==> config.mk <==
export PLATFORM = sky130hd
export DESIGN_NAME = cube_move_history
export DESIGN_NICKNAME = d
export VERILOG_FILES = /design/src/rtl/cube_move_history.sv
export SDC_FILE = /design/constraint.sdc
export NUM_CORES = 1
export LEC_CHECK = 0
export CAP_MARGIN = 20
export CORE_MARGIN = 4
export CORE_UTILIZATION = 50
export CTS_BUF_LIST = sky130_fd_sc_hd__clkbuf_16
export CTS_CLUSTER_DIAMETER = 120
export DETAILED_ROUTE_END_ITERATION = 6
export PLACE_DENSITY = 0.7
export REMOVE_ABC_BUFFERS = 1
export SYNTH_ARGS = -nofsm -noshare
export SYNTH_HDL_FRONTEND = slang
export SYNTH_SLANG_ARGS = --single-unit
export TNS_END_PERCENT = 50
==> constraint.sdc <==
create_clock -name clk -period 15.28 [get_ports clk]
set_clock_uncertainty 0.05 [all_clocks]
set_input_delay 1.528 -clock clk [delete_from_list [all_inputs] [get_ports clk]]
set_output_delay 1.528 -clock clk [all_outputs]
set_load 0.005 [all_outputs]
==> src/rtl/cube_move_history.sv <==
// Move history for the cube engine: circular record buffer, undo/redo, net count.
// Optional redo support is compiled in with CUBE_HIST_REDO_EN.
module cube_move_history #(
  parameter int DEPTH   = 64,
  parameter int FACE_W  = 3,
  parameter int CNT_W   = 10,
  parameter int CNT_MAX = 999
) (
  input  logic                    clk,
  input  logic                    rst,
  input  logic                    clear,
  input  logic                    push_valid,
  output logic                    push_ready,
  input  logic [FACE_W-1:0]       push_face,
  input  logic [1:0]              push_rot,
  input  logic                    undo_req,
  input  logic                    redo_req,
  output logic                    mv_valid,
  input  logic                    mv_ready,
  output logic [FACE_W-1:0]       mv_face,
  output logic [1:0]              mv_rot,
  output logic [CNT_W-1:0]        count,
  output logic [$clog2(DEPTH):0]  depth_used,
  output logic                    can_undo,
  output logic                    can_redo,
  output logic                    dropped
);

  localparam int AW = $clog2(DEPTH);
  localparam int PW = AW + 1;
  localparam int EW = FACE_W + 2;

  localparam logic [0:0] S_IDLE = 1'b0;
  localparam logic [0:0] S_EMIT = 1'b1;

  logic [0:0]       state;
  logic [PW-1:0]    base;
  logic [PW-1:0]    head;
  logic [PW-1:0]    head_m1;
  logic [PW-1:0]    head_p1;
  logic [EW-1:0]    mem [DEPTH];
  logic [EW-1:0]    rd_undo;
  logic [CNT_W-1:0] cnt_inc;
  logic [CNT_W-1:0] cnt_dec;
  logic             idle;
  logic             free;
  logic             do_push;
  logic             do_undo;
  logic             do_redo;
  logic             emit_done;
  logic             full;

  assign idle       = state == S_IDLE;
  assign push_ready = idle;
  assign head_m1    = head - PW'(1);
  assign head_p1    = head + PW'(1);
  assign depth_used = head - base;
  assign can_undo   = depth_used != '0;
  assign full       = depth_used == PW'(DEPTH);

  assign cnt_inc = (count == CNT_W'(CNT_MAX))
                 ? count : count + CNT_W'(1);
  assign cnt_dec = (count == '0)
                 ? count : count - CNT_W'(1);

  // A rot=0 push is still accepted, so it blocks undo/redo that cycle.
  assign free      = idle & ~clear & ~push_valid;
  assign do_push   = idle & ~clear & push_valid & (push_rot != 2'd0);
  assign do_undo   = free & undo_req & can_undo;
  assign emit_done = ~idle & ~clear & mv_ready;

  assign rd_undo = mem[head_m1[AW-1:0]];

`ifdef CUBE_HIST_REDO_EN
  logic [PW-1:0] top;
  logic [EW-1:0] rd_redo;

  assign rd_redo  = mem[head[AW-1:0]];
  assign can_redo = top != head;
  assign do_redo  = free & ~undo_req & redo_req & can_redo;

  always_ff @(posedge clk or negedge rst) begin
    if (!rst)
      top <= '0;
    else if (clear)
      top <= '0;
    else if (do_push)
      top <= head_p1;
  end
`else
  logic redo_unused;

  assign redo_unused = redo_req;
  assign can_redo    = 1'b0;
  assign do_redo     = 1'b0;
`endif

  always_ff @(posedge clk) begin
    if (do_push)
      mem[head[AW-1:0]] <= {push_face, push_rot};
  end

  always_ff @(posedge clk or negedge rst) begin
    if (!rst) begin
      state    <= S_IDLE;
      base     <= '0;
      head     <= '0;
      count    <= '0;
      mv_valid <= 1'b0;
      mv_face  <= '0;
      mv_rot   <= '0;
      dropped  <= 1'b0;
    end else if (clear) begin
      state    <= S_IDLE;
      base     <= '0;
      head     <= '0;
      count    <= '0;
      mv_valid <= 1'b0;
      dropped  <= 1'b0;
    end else begin
      dropped <= 1'b0;
      unique case (1'b1)
        do_push: begin
          head     <= head_p1;
          count    <= cnt_inc;
          mv_face  <= push_face;
          mv_rot   <= push_rot;
          mv_valid <= 1'b1;
          state    <= S_EMIT;
          if (full) begin
            base    <= base + PW'(1);
            dropped <= 1'b1;
          end
        end
        do_undo: begin
          head     <= head_m1;
          count    <= cnt_dec;
          mv_face  <= rd_undo[EW-1:2];
          mv_rot   <= 2'd0 - rd_undo[1:0];
          mv_valid <= 1'b1;
          state    <= S_EMIT;
        end
`ifdef CUBE_HIST_REDO_EN
        do_redo: begin
          head     <= head_p1;
          count    <= cnt_inc;
          mv_face  <= rd_redo[EW-1:2];
          mv_rot   <= rd_redo[1:0];
          mv_valid <= 1'b1;
          state    <= S_EMIT;
        end
`endif
        emit_done: begin
          mv_valid <= 1'b0;
          state    <= S_IDLE;
        end
        default: ;
      endcase
    end
  end

endmodule

==> out/results.md <==
| Quantity | Value |
|---|---|
| LEAKAGE | 5.40 nW |
| Clock tree from TritonCTS | built |
| Path category of the worst min-delay check | reg -> reg |
| Setup TNS after final layout | 0 ns |
| Total standard cell area after synthesis | 0.0148 mm2 |
| Required time of the critical path | 13.70 ns |
| Worst-case register-to-register setup slack | 10.04 ns |
| Endpoint of the lowest-slack register-to-register path | count[9] |
| CP max FO | 39 |
| Destination of the critical timing path | can_undo |
| Number of enable flip-flop cells after synthesis | 320 |
| Total number of vias | 7522 |
| Element type at the critical path end | output pin |
| Crit Reg-Reg Startpoint | head[0] |
| Port Buffers | 36 |
| Horizontal die dimension | 180 um |
| Non-Filler Instances | 1263 |
| Predominant post-synthesis flop cell | sky130_fd_sc_hd__edfxtp_1 |
| Unrepaired setup endpoints after global routing | false |
| Number of placement rows | 62 |
| HPWL after DPL | 18000 um |
| Minimum setup slack in the final design | 9.78 ns |
| Post-synthesis to final-layout area growth | 12.8% |
| Number of hold violations in the final report | 0 |
| Number of sinks handled by clock tree synthesis | 351 |
| Share of post-route cells with drive strength above 1 | 0.209 |
| FFs w/ async S/R, synth | 0.0883 |
| Die extent in y | 180 um |
| CP Launch Type | register |
| Average detailed-routed wire length per instance | 23.6 um |
| Logic depth of the worst register-to-register path | 19 |
| First-pass GRT wire length | 46600 um |
| Number of global-route vias before repair | 7567 |
| Final nets | 887 |
| Grt total ovfl | 0 |
| Critical path origin | head[0] |
| Placer congestion estimate | 0.757 |
| CTS hold repair buffers | 0 |
| Fill cell total of the finished layout | 2120 |
| Cts bufs inserted | 36 |
| Tcrit/Tclk final | 0.360 |
| Number of H-tree levels | 2 |
| Commonest non-fill, non-tap cell in the layout | sky130_fd_sc_hd__edfxtp_1 |
| CTS-repair resized insts | 0 |
| Min Tclk post-route | 5.50 ns |
| Most frequent cells in the layout | sky130_fd_sc_hd__edfxtp_1, sky130_fd_sc_hd__mux4_2, sky130_fd_sc_hd__nor2_1 |
| Initial Util | 0.511 |
| Yosys synthesis warning count | 0 |
| Critical Setup Path Class | reg -> out |
| Final Max Slew Viols | 0 |
| Post-placement cell count | 1199 |
| DRC | 0 |
| Maximum number of buffers from clock root to sink | 3 |
| Final setup fails | 0 |
| Detailed Routing Iterations Pass 1 | 5 |
| Area of the die | 0.0324 mm2 |
| Syn Area/Cell | 18.3 um2 |
| Maximum VDD drop | 0.000103 V |
| Max_cap viols | 0 |
| Result of the run | completed |
| Largest net degree at the start of global routing | 68 |
| Clk_lat worst skew | 0.52 ns |
| First-iteration detailed-routing DRC count | 615 |
| Synth cell types | 56 |
| Clock transition time at the flip-flop clock pins of the worst setup and hold paths | 0.06 ns |
| Via-to-Cell Ratio | 5.96 |
| Detailed-route wire length | 29800 um |
| Total power divided by cell area | 162 mW/mm2 |
| Post-route antenna net violation count | 0 |
| Relative max-transition margin | 0.342 |
| IO Pins | 39 |
| FMAX | 182 MHz |
| Instance count of the mapped netlist | 808 |
| Total routing usage reported by global routing | 0.185 |
| Sequential cell area fraction in the yosys report | 0.702 |
| Post-CTS setup repair buffer count | 0 |
| Slew of the pin with the lowest slew margin | 0.987 ns |
| Flops & latches, synth | 351 |
| Placement Setup Slack | 9.96 ns |
| ANT cells | 0 |
| CTS root buf | sky130_fd_sc_hd__clkbuf_16 |
| Initial antenna violation count | 1 |
| Cell depth of the worst hold path | 1 |
| Total core area | 0.0289 mm2 |
| Critical Path AT | 3.92 ns |
critical path, stage by stage, from the launching register on:
cell and delay (ns):
sky130_fd_sc_hd__dfrtp_4 0.92, sky130_fd_sc_hd__inv_1 0.32, sky130_fd_sc_hd__ha_1 0.28, sky130_fd_sc_hd__inv_1 0.07, sky130_fd_sc_hd__fa_1 0.20, sky130_fd_sc_hd__nand3_1 0.09
sky130_fd_sc_hd__a21oi_1 0.19, sky130_fd_sc_hd__nor4_1 0.06, sky130_fd_sc_hd__a311oi_1 0.70, sky130_fd_sc_hd__nand2_1 0.11, sky130_fd_sc_hd__clkdlybuf4s50_1 0.48
registers in the layout, indices dropped and copies added (netlist names):
register and flops:
count 10, state 1, mv_rot 2, head 7
base 7, mv_face 3, mem 320, dropped 1
cell usage after synthesis, types with 10 or more instances:
master | n | area (um2)
sky130_fd_sc_hd__o21ai_0 | 18 | 90.1
sky130_fd_sc_hd__nor2_1 | 84 | 315
sky130_fd_sc_hd__xor2_1 | 10 | 87.6
sky130_fd_sc_hd__mux4_2 | 101 | 2270
sky130_fd_sc_hd__dfrtp_1 | 31 | 776
sky130_fd_sc_hd__mux2i_1 | 11 | 110
sky130_fd_sc_hd__clkbuf_1 | 20 | 75.1
sky130_fd_sc_hd__o31ai_1 | 11 | 82.6
sky130_fd_sc_hd__inv_1 | 15 | 56.3
sky130_fd_sc_hd__nand3_1 | 14 | 70.1
sky130_fd_sc_hd__buf_2 | 12 | 60.1
sky130_fd_sc_hd__xnor2_1 | 11 | 96.3
sky130_fd_sc_hd__nand2_1 | 36 | 135
sky130_fd_sc_hd__ha_1 | 17 | 213
sky130_fd_sc_hd__edfxtp_1 | 320 | 9610
sky130_fd_sc_hd__a21oi_1 | 17 | 85.1
cell families (layout without fill, tap and decap cells):
kind of cell,after synthesis,count (layout),share of synthesized area
AOI/OAI and AO/OA,74,74,0.0327
other,1,1,0.000254
DFF,351,351,0.702
and+or+nand+nor,172,172,0.0541
buffers and inverters,55,126,0.0175
xor gates and xnor gates,21,21,0.0124
muxes,115,115,0.164
adders and majority gates,19,19,0.0171
power breakdown:
part           leakage [nW]  switching, mW  internal [mW]
clock                 0.561          0.346          0.466
combinational          1.55          0.380          0.386
sequential             3.29         0.0507           1.07
total                  5.40          0.777           1.92
metal layers:
| layer | vias to the layer above | global-route usage | wire (um) |
|---|---|---|---|
| li1 | 3345 | - | - |
| met1 | 3883 | 0.273 | 13100 |
| met4 | 2 | 0.0463 | 622 |
| met5 | - | 0 | 8 |
| met2 | 240 | 0.294 | 14400 |
| met3 | 52 | 0.0321 | 1670 |
final cells by class:
class,instances,area [um2],share of cell area
tap,384,480,0.0288
inverter,15,56.3,0.00338
timing repair buffer,50,478,0.0287
multi-input combinational,402,4180,0.251
sequential,351,10400,0.623
clock inverter,23,141,0.00848
clock buffer,38,951,0.0570
stage by stage:
step                      utilization  hold slack (ns)  total power, mW  instance area [um2]
after floorplan                     -            0.399             1.67                14600
after global placement          0.537            0.420             1.90                15500
after detailed placement        0.537            0.428             1.91                15500
after CTS                       0.574            0.437             2.72                16600
after global routing            0.576            0.487             2.82                16700
final                           0.576            0.431             2.70                16700
how the worst min path moves through the flow:
stage | end | slack, ns | from
final | base[5] | 0.43 | base[5]
after global routing | base[5] | 0.49 | base[5]
after global placement | base[5] | 0.42 | base[5]
after floorplan | base[5] | 0.40 | base[5]
after detailed placement | base[5] | 0.43 | base[5]
after CTS | base[5] | 0.44 | base[5]
Power figures use the tool's default switching activity.
==> variant (same settings) <==
Set the parameter `CNT_W` to 20 (it was 10).
--- a/src/rtl/cube_move_history.sv
+++ b/src/rtl/cube_move_history.sv
@@ -4,5 +4,5 @@
   parameter int DEPTH   = 64,
   parameter int FACE_W  = 3,
-  parameter int CNT_W   = 10,
+  parameter int CNT_W   = 20,
   parameter int CNT_MAX = 999
 ) (
Ports: changed (resized count); port bits go from 39 to 49. The function was not compared with the original's and may differ.
==> variant against the original RTL <==
Critical path type is now flop to flop; worst hold slack gained 0.063 ns; die area grew 6.0%; clock power grew 6.4%; total power up 16%; wire length is 8.0% higher; worst setup slack worse by 1.4 ns; sequential cell count up 10; final cell count increased by 12%; synthesized area increased by 6.3%; final area up 6.4%; core utilization shrank 0.084 points.
==> variant: results <==
INSERT INTO impl_metrics (metric_group, metric, value, unit) VALUES
('clocking', 'tritoncts.num_buffers', '37', ''),
('power', 'ir_worst_vdd', '0.09129', 'mV'),
('timing', 'finalCritPeriodShare', '0.4515', ''),
('grt', 'groute.usage.overall', '0.1934', ''),
('synthesis', 'synthTopCellsByCount', 'sky130_fd_sc_hd__edfxtp_1 (320), sky130_fd_sc_hd__nor2_1 (101), sky130_fd_sc_hd__mux4_2 (84)', ''),
('cells_and_area', 'final_layout_size_suffix_gt1_frac', '0.1617', ''),
('synthesis', 'synth.lib_cells_used.distinct', '59', ''),
('placement', 'port_buffers', '46', ''),
('cells_and_area', 'fin_nets', '1030', ''),
('timing', 'whs', '0.4936', 'ns'),
('worst_setup_path', 'worstPathArrival', '7.26', 'ns'),
('synthesis', 'synth_compound_gate_area_share', '0.05499', ''),
('worst_setup_path', 'max_stage_delay', '0.78', 'ns'),
('hold_path', 'hold-path-cell-count', '2', ''),
('status', 'status', 'completed', ''),
('synthesis', 'synth-async-reset-ratio', '0.1136', ''),
('synthesis', 'synth_adder_area_share', '0.02404', ''),
('placement', 'post-place-cells', '1344', ''),
('cells_and_area', 'fill_cells', '2326', ''),
('routing', 'drtIter0Drc', '629', '');
## variant: changes by cell type in the layout (fill, tap and decap cells not counted), sizes merged, moves of 11 or more
cell	before	now
nor2b	3	15
clkinv	18	6
a211oi	2	20
nor2	84	102
inv	19	30
a21oi	17	29
## variant: where the power goes
group	internal, W	switching [W]	leakage (nW)
logic	0.000540	0.000553	1.95
clock network	0.000507	0.000357	0.610
registers	0.00110	0.0000752	3.42
## variant: logic make-up after synthesis
| logic type | count (synthesis) |
|---|---|
| flops | 361 |
| simple gates | 216 |
| compound gates | 125 |
| mux | 111 |
| buf+inv | 63 |
| xor+xnor | 34 |
| fa+ha+maj | 29 |
| other cells | 1 |
## variant: layer usage
layer	routed length, um	up-vias	GRT usage	part of all wire
met4	561	0	0.04962	0.017
met2	15820	237	0.3166	0.49
li1	-	3839	-	-
met3	1893	40	0.03574	0.059
met5	0	-	0	0
met1	13860	4196	0.2723	0.43
## variant: final timing paths
| kind | from | to |
|---|---|---|
| max | head[0] | count[18] |
| min in group asynchronous | rst | count[11] |
| max in group asynchronous | rst | head[0] |
| max reg2reg | head[0] | count[18] |
| min reg2reg | base[5] | base[5] |
| min | base[5] | base[5] |
## variant: area by class of cell
type | instances | area [sq um] | share of cell area
Multi-Input combinational cell | 516 | 4855 | 0.2736
Tap cell | 396 | 495.5 | 0.02792
Clock buffer | 37 | 925.9 | 0.05218
Sequential cell | 361 | 10640 | 0.5995
Inverter | 15 | 56.30 | 0.003173
Timing Repair Buffer | 58 | 545.5 | 0.03074
Clock inverter | 27 | 229.0 | 0.01290
## variant: per-stage QoR
| stage | instance area [sq um] | util |
|---|---|---|
| after floorplan | 15510 | - |
| after global placement | 16550 | 0.5369 |
| after detailed placement | 16550 | 0.5369 |
| after CTS | 17710 | 0.5743 |
| after global routing | 17750 | 0.5756 |
| final | 17750 | 0.5756 |
## variant: worst min-delay path: cells and delay by family (launching register included)
kind	cells	cell delay [ns]
XOR/XNOR	1	0.07
AND/OR/NAND/NOR	1	0.08
flip-flops	1	0.35
